<file path="config.mk">
export PLATFORM = sky130hd
export DESIGN_NAME = ysyx_22041207_mul
export DESIGN_NICKNAME = d
export VERILOG_FILES = /design/src/rtl/ysyx_22041207_mul.sv
export SDC_FILE = /design/constraint.sdc
export NUM_CORES = 1
export LEC_CHECK = 0
export BUFFER_PORTS_ARGS = -buffer_cell sky130_fd_sc_hd__buf_2
export CORE_UTILIZATION = 62
export CTS_CLUSTER_SIZE = 40
export DETAILED_ROUTE_END_ITERATION = 12
export PLACE_DENSITY = 0.85
export SLEW_MARGIN = 0
export SYNTH_ARGS = -nofsm -noshare
export SYNTH_HDL_FRONTEND = slang
export SYNTH_SLANG_ARGS = --single-unit
</file>
<file path="constraint.sdc">
create_clock -name clk -period 10.1 [get_ports clk]
set_clock_uncertainty 0.05 [all_clocks]
set_input_delay 0.505 -clock clk [delete_from_list [all_inputs] [get_ports clk]]
set_output_delay 0.505 -clock clk [all_outputs]
set_load 0.01 [all_outputs]
</file>
<file path="src/rtl/ysyx_22041207_mul.sv">
// ============================================================================
// ysyx_22041207_mul
// ----------------------------------------------------------------------------
// Iterative shift-add multiplier that returns the low XLEN bits of
// multiplicand * multiplier (the RV64 MUL result). It is launched with a
// valid/ready handshake, runs one partial-product step per clock, and can be
// aborted at any time by flush. The low-half product is the same for signed
// and unsigned operands, so no sign handling is needed.
//
// Optional build macro:
//   MUL_EARLY_TERM_EN - when defined, BUSY ends as soon as the remaining
//                       multiplier bits are all zero (minimum one BUSY
//                       cycle). When undefined, every operation takes exactly
//                       XLEN BUSY cycles.
//
// Ports:
//   clk          in   clock, rising edge
//   rst          in   synchronous active-high reset (highest priority)
//   mul_valid    in   request, operands valid this cycle
//   flush        in   synchronous abort of any operation in flight
//   multiplicand in   operand A [XLEN-1:0]
//   multiplier   in   operand B [XLEN-1:0]
//   mul_ready    out  idle and able to accept a request (registered)
//   out_valid    out  one-cycle pulse, result valid (registered)
//   result       out  low XLEN bits of A*B, held until the next completion
//
// State table:
//   IDLE | waiting for a request, mul_ready=1
//   BUSY | one shift-add step per clock
//   DONE | out_valid=1 for one cycle, result updated
// ============================================================================
module ysyx_22041207_mul #(
    parameter int XLEN = 64
) (
    input  logic            clk,
    input  logic            rst,
    input  logic            mul_valid,
    input  logic            flush,
    input  logic [XLEN-1:0] multiplicand,
    input  logic [XLEN-1:0] multiplier,
    output logic            mul_ready,
    output logic            out_valid,
    output logic [XLEN-1:0] result
);

    localparam int             CW       = $clog2(XLEN) + 1;
    localparam logic [CW-1:0]  CNT_LAST = CW'(XLEN);

    typedef enum logic [1:0] {
        IDLE = 2'd0,
        BUSY = 2'd1,
        DONE = 2'd2
    } state_t;

    state_t          r_state;
    state_t          w_state_nx;

    // Only the low XLEN bits of the shifted multiplicand can ever reach the
    // truncated product, so the bits shifted out the top are simply dropped.
    logic [XLEN-1:0] r_a;
    logic [XLEN-1:0] r_b;
    logic [XLEN-1:0] r_acc;
    logic [CW-1:0]   r_cnt;
    logic [XLEN-1:0] r_result;
    logic            r_ready;
    logic            r_valid;

    logic [XLEN-1:0] w_a_nx;
    logic [XLEN-1:0] w_b_nx;
    logic [XLEN-1:0] w_acc_nx;
    logic [CW-1:0]   w_cnt_nx;
    logic [XLEN-1:0] w_result_nx;
    logic            w_ready_nx;
    logic            w_valid_nx;

    logic [XLEN-1:0] w_addend;
    logic [XLEN-1:0] w_acc_sum;
    logic [XLEN-1:0] w_b_shift;
    logic [CW-1:0]   w_cnt_inc;
    logic            w_last;

    assign w_addend  = r_b[0] ? r_a : '0;
    assign w_acc_sum = r_acc + w_addend;
    assign w_b_shift = r_b >> 1;
    assign w_cnt_inc = r_cnt + CW'(1);

`ifdef MUL_EARLY_TERM_EN
    // No set bits left in the multiplier means no further additions.
    assign w_last = (w_cnt_inc == CNT_LAST) || (w_b_shift == '0);
`else
    assign w_last = (w_cnt_inc == CNT_LAST);
`endif

    always_ff @(posedge clk) begin
        if (rst) begin
            r_state  <= IDLE;
            r_a      <= '0;
            r_b      <= '0;
            r_acc    <= '0;
            r_cnt    <= '0;
            r_result <= '0;
            r_ready  <= 1'b1;
            r_valid  <= 1'b0;
        end else begin
            r_state  <= w_state_nx;
            r_a      <= w_a_nx;
            r_b      <= w_b_nx;
            r_acc    <= w_acc_nx;
            r_cnt    <= w_cnt_nx;
            r_result <= w_result_nx;
            r_ready  <= w_ready_nx;
            r_valid  <= w_valid_nx;
        end
    end

    always_comb begin
        w_state_nx  = r_state;
        w_a_nx      = r_a;
        w_b_nx      = r_b;
        w_acc_nx    = r_acc;
        w_cnt_nx    = r_cnt;
        w_result_nx = r_result;

        unique case (r_state)
            IDLE: begin
                if (mul_valid && !flush) begin
                    w_a_nx     = multiplicand;
                    w_b_nx     = multiplier;
                    w_acc_nx   = '0;
                    w_cnt_nx   = '0;
                    w_state_nx = BUSY;
                end
            end
            BUSY: begin
                if (flush) begin
                    w_state_nx = IDLE;
                end else begin
                    w_acc_nx = w_acc_sum;
                    w_a_nx   = r_a << 1;
                    w_b_nx   = w_b_shift;
                    w_cnt_nx = w_cnt_inc;
                    if (w_last) begin
                        // Publish the sum including this final step.
                        w_result_nx = w_acc_sum;
                        w_state_nx  = DONE;
                    end
                end
            end
            DONE: begin
                w_state_nx = IDLE;
            end
            default: begin
                w_state_nx = IDLE;
            end
        endcase

        w_ready_nx = (w_state_nx == IDLE);
        w_valid_nx = (w_state_nx == DONE);
    end

    assign mul_ready = r_ready;
    assign out_valid = r_valid;
    assign result    = r_result;

endmodule

</file>
After elaboration in Yosys (flattened, before gate mapping)
Index checks and enable logic that the tools add are counted.
{"block": "op_classes", "addsub": 2, "n_eq_ne": 5, "n_mux": 17, "n_bitwise": 1, "n_reduce_logical": 7}
{"op": "64-bit 2-to-1 mux", "count": 7}
{"op": "64-bit one-hot mux with 2 select lines", "count": 3}
{"op": "64-bit adder", "count": 1}
{"op": "7-bit 2-to-1 mux", "count": 2}
{"op": "7-bit one-hot mux with 2 select lines", "count": 1}
{"op": "7-bit by 1-bit adder with 7-bit output, second input constant", "count": 1}
{"op": "7-bit == test, second input constant", "count": 1}
{"op": "2-bit 2-to-1 mux", "count": 3}
{"op": "3-bit AND reduction", "count": 2}
{"op": "2-bit logical NOT", "count": 2}
{"op": "2-bit inequality test, second input constant", "count": 2}
{"op": "2-bit one-hot mux with 2 select lines", "count": 1}
{"op": "2-bit by 1-bit == test with 1-bit output, second input constant", "count": 1}
{"op": "2-bit == test, second input constant", "count": 1}
{"op": "2-bit nonzero test", "count": 1}
{"op": "1-bit logical AND", "count": 1}
{"op": "1-bit logical NOT", "count": 1}
{"op": "1-bit NOT", "count": 1}
{"block": "word_totals", "register_bits": 267}

Depth between registers and ports, before layout
{"block": "logic_depth", "ltp_word": 6, "mapped_depth": 15, "mapped_depth_nobuf": 13}

Least setup slack after synthesis
OpenSTA, ideal clock, no wires.
{"block": "synth_timing", "path_kind": "register to register", "from": "register r_b[0]", "to": "register r_result[58] (netlist: result[58])", "t_arrival_ns": 3.434, "t_required_ns": 9.977, "slack_ns": 6.542, "path_stages_with_launch": 16, "period_less_slack_ns": 3.558, "cell_sequence": "dfxtp_1 -> clkbuf_1 -> clkbuf_1 -> and2_1 -> ha_1 -> fa_1 -> a21o_1 -> a221oi_2 -> o22a_2 -> o21ai_2 -> a21oi_2 -> o31ai_4 -> a211oi_2 -> o41ai_2 -> or4b_1 -> o211ai_2"}
{"block": "synth_between", "elab_chain_cells": 2}
{"element": "start, declared", "line_no": "61", "text": "logic [XLEN-1:0] r_b;"}
{"element": "start signal, assigned", "line_no": "107", "text": "r_b <= w_b_nx;"}
{"element": "64-bit 2-to-1 mux", "line_no": "82", "text": "assign w_addend = r_b[0] ? r_a : '0;"}
{"element": "64-bit adder", "line_no": "83", "text": "assign w_acc_sum = r_acc + w_addend;"}
{"element": "end signal, assigned", "line_no": "110", "text": "r_result <= w_result_nx;"}
{"element": "end, declared", "line_no": "64", "text": "logic [XLEN-1:0] r_result;"}
No other way between the ends.
A chain may end at the register's enable or synchronous reset.

Worst setup path after layout
{"block": "layout_timing", "from": "register r_state[0]", "to": "register r_b[15]"}
{"block": "layout_between", "elab_chain_cells": 3}
{"element": "start, declared", "line_no": "55", "text": "state_t r_state;"}
{"element": "start signal, assigned", "line_no": "105", "text": "r_state <= w_state_nx;"}
{"element": "2-bit by 1-bit == test with 1-bit output / 2-bit logical NOT (equally long branches)", "line_no": "124", "text": "unique case (r_state)"}
{"element": "2-bit inequality test (no source line) / 2-bit nonzero test (equally long branches)"}
{"element": "3-bit AND reduction (no source line)"}
Several ways; a longest one is shown, not always the timed one.

==> results.yml <==
drt:
  route.detailed.drc: 0
  finalWirelength_um: 38000
  first_pass_iters: 5
  drtIter0Drc: 1201
  ant_nets: 0
  met2WireLength_um: 17700
  met1Wirelength_um: 16900
  wl_met3_um: 2500
  dr_total_vias: 13800
  wire_per_inst_um: 16.9
  viasPerCell: 6.12
  highest_layer: "met5"
die:
  rows: 55
  start_util: 0.635
  die_x_um: 155
  dieArea_um2: 23900
  boundaryPins: 198
  die_h_um: 155
  core_area_um2: 22700
yosys:
  synth_cell_types: 74
  synthTopCellsByArea: "dfxtp_1 37%, nand2_1 11%, a311oi_1 7.6%"
  synth_seq_cells: 267
  synth_edf_count: 0
  synth_async_sr_flop_share: 0
  synth_top_area_frac: 0.370
  yosys_most_used_dff: "dfxtp_1"
  synth.net_count: 2057
  ys.warnings.count: 0
  avgSynthCellArea_um2: 7.76
  synth_top_area_cell: "dfxtp_1"
  syn-instance-count: 1860
  syn_area_um2: 14400
  synth_seq_area_share: 0.370
worst_setup_path:
  worstPathMaxFanout: 124
  rr_startpoint: "r_state[0]"
  timing.rr.end: "r_b[15]"
  crit_required_ns: 10.49
  reg2reg_depth: 7
  critPathKind: "flop to flop"
  cp-start-kind: "flop"
  end_kind: "flop"
  cp.arrival_ns: 4.86
  r2r_setup_slack_ns: 5.63
  critPathLaunch: "r_state[0]"
place:
  port_buffers: 197
  place_area_um2: 15300
  dpl.hpwl_um: 26000
  place.gp.congestion: 0.948
sta:
  rsz0062_at_grt: "false"
  hold_violations: 0
  max_freq_ghz: 0.224
  min_period_ns: 4.47
  relSlewSlack: 0.260
  post-route-period-util: 0.443
  finalMaxSlewViolations: 0
  setup_viol: 0
  worst_slew_pin_slew_ns: 1.11
  tns_ns: 0
finish:
  finish.instance_area_um2: 16300
  final_util: 0.716
  diodes: 0
  final_layout_size_suffix_gt1_frac: 0.144
  syn_to_final_growth_pct: 12.7
  final_nets: 2147
pwr:
  leakage_nw: 6.93
  power_density_nw_per_um2: 148
  p_total_mw: 2.40
  vdd_ir_drop_max_uv: 122
worst_hold_path:
  min_path_cells: 3
  hp-class: "primary input to flop"
  worstHoldStart: "multiplier[3]"
  min_to: "r_b[3]"
global_route:
  first_global_vias: 12700
  track_usage: 0.310
  grt_max_degree: 125
  grt.overflow.total: 0
  antenna_found_initial: 1
  grt_pass1_wl_um: 61700
clocking:
  htree_levels: 1
  clk_latency_ns: 0.54
  cts_root_buffer: "clkbuf_16"
  post_cts_buffers: 0
  numCtsBuffers: 28
  hold_buffers: 0
  numClockSinks: 267
  cts_buffer_depth: 3
  path_clk_slew_ns: 0.06
  cts_tree: "built"
  cts_resized: 0
outcome:
  status: "complete, no violations"
run:
  maxCapViolCount: 0
## worst max-delay path by stage
stage	end	slack, ns	cells past startpoint
after floorplan	result[58]	6.54	15
after global routing	r_a[58]	5.26	7
final	r_b[15]	5.63	7
after global placement	r_b[0]	5.98	7
after detailed placement	r_b[24]	5.81	7
after CTS	r_b[15]	5.72	7
## metal layers
layer | global-route usage | vias up
li1 | - | 6762
met1 | 0.416 | 6492
met2 | 0.509 | 488
met3 | 0.0513 | 64
met4 | 0.0981 | 2
met5 | 0 | -
## registers in the layout (all words and copies together), names as in the netlist
name,cells
r_a,64
r_acc,64
out_valid,1
mul_ready,1
r_state,2
result,64
r_cnt,7
r_b,64
## cell usage in the layout, fill, tap and decap left out, drive strengths merged, types with 33 or more instances in the layout
master	synthesis	routed
nand2	421	421
dfxtp	267	267
nor2	210	210
buf	20	208
a21oi	145	145
a311oi	127	127
and2	66	66
ha	64	64
clkbuf	128	44
o21ai	42	42
xnor2	39	39
a21o	37	37
a22oi	33	33
## final cells by class
class                   instances  area, um^2
inverters                      16        60.1
clock inverters                 6        83.8
multi-input cells            1429        8490
fillers                      1814        6450
well taps                     285         357
flip-flops and latches        267        5350
clock buffers                  44         852
repair buffers                208        1070
## kinds of logic after synthesis
group / share of synthesized area
adders and majority gates: 0.0569
and+or+nand+nor: 0.239
DFF: 0.370
AOI/OAI and AO/OA: 0.251
buffers and inverters: 0.0444
xor gates and xnor gates: 0.0376
## metrics by stage
| stage | setup slack [ns] | hold WS [ns] | cells |
|---|---|---|---|
| final | 5.63 | 0.170 | 2255 |
| after global routing | 5.26 | 0.172 | 2255 |
| after CTS | 5.72 | 0.162 | 2255 |
| after detailed placement | 5.81 | 0.394 | 2205 |
| after global placement | 5.98 | 0.389 | 2205 |
| after floorplan | 6.54 | 0.386 | 1860 |
## power breakdown
part           internal, mW  switching [mW]  leakage, nW
sequential             1.10          0.0298         2.18
clock                 0.626           0.419        0.461
combinational        0.0824           0.145         4.30
total                  1.81           0.593         6.93
## worst max-delay path, stage by stage (launching register included)
cell and delay, ns:
dfxtp_1 0.41, nor2b_4 0.70, nand2b_1 0.43, nand2_4 0.43, buf_4 0.81, buf_4 0.96, nor2_1 0.12, a311oi_1 0.30
## cell usage after synthesis, types with 21 or more instances
| cell | count |
|---|---|
| a21oi_1 | 142 |
| a22oi_1 | 33 |
| a21o_1 | 37 |
| ha_1 | 64 |
| xor2_1 | 23 |
| nand3_1 | 21 |
| nand2_1 | 421 |
| nor2_1 | 210 |
| dfxtp_1 | 267 |
| a311oi_1 | 126 |
| and2_1 | 65 |
| o21ai_0 | 31 |
| clkbuf_1 | 128 |
| nand4_1 | 21 |
| a22o_1 | 31 |
| xnor2_1 | 39 |
Note: power is estimated with default switching activity, not from simulation.
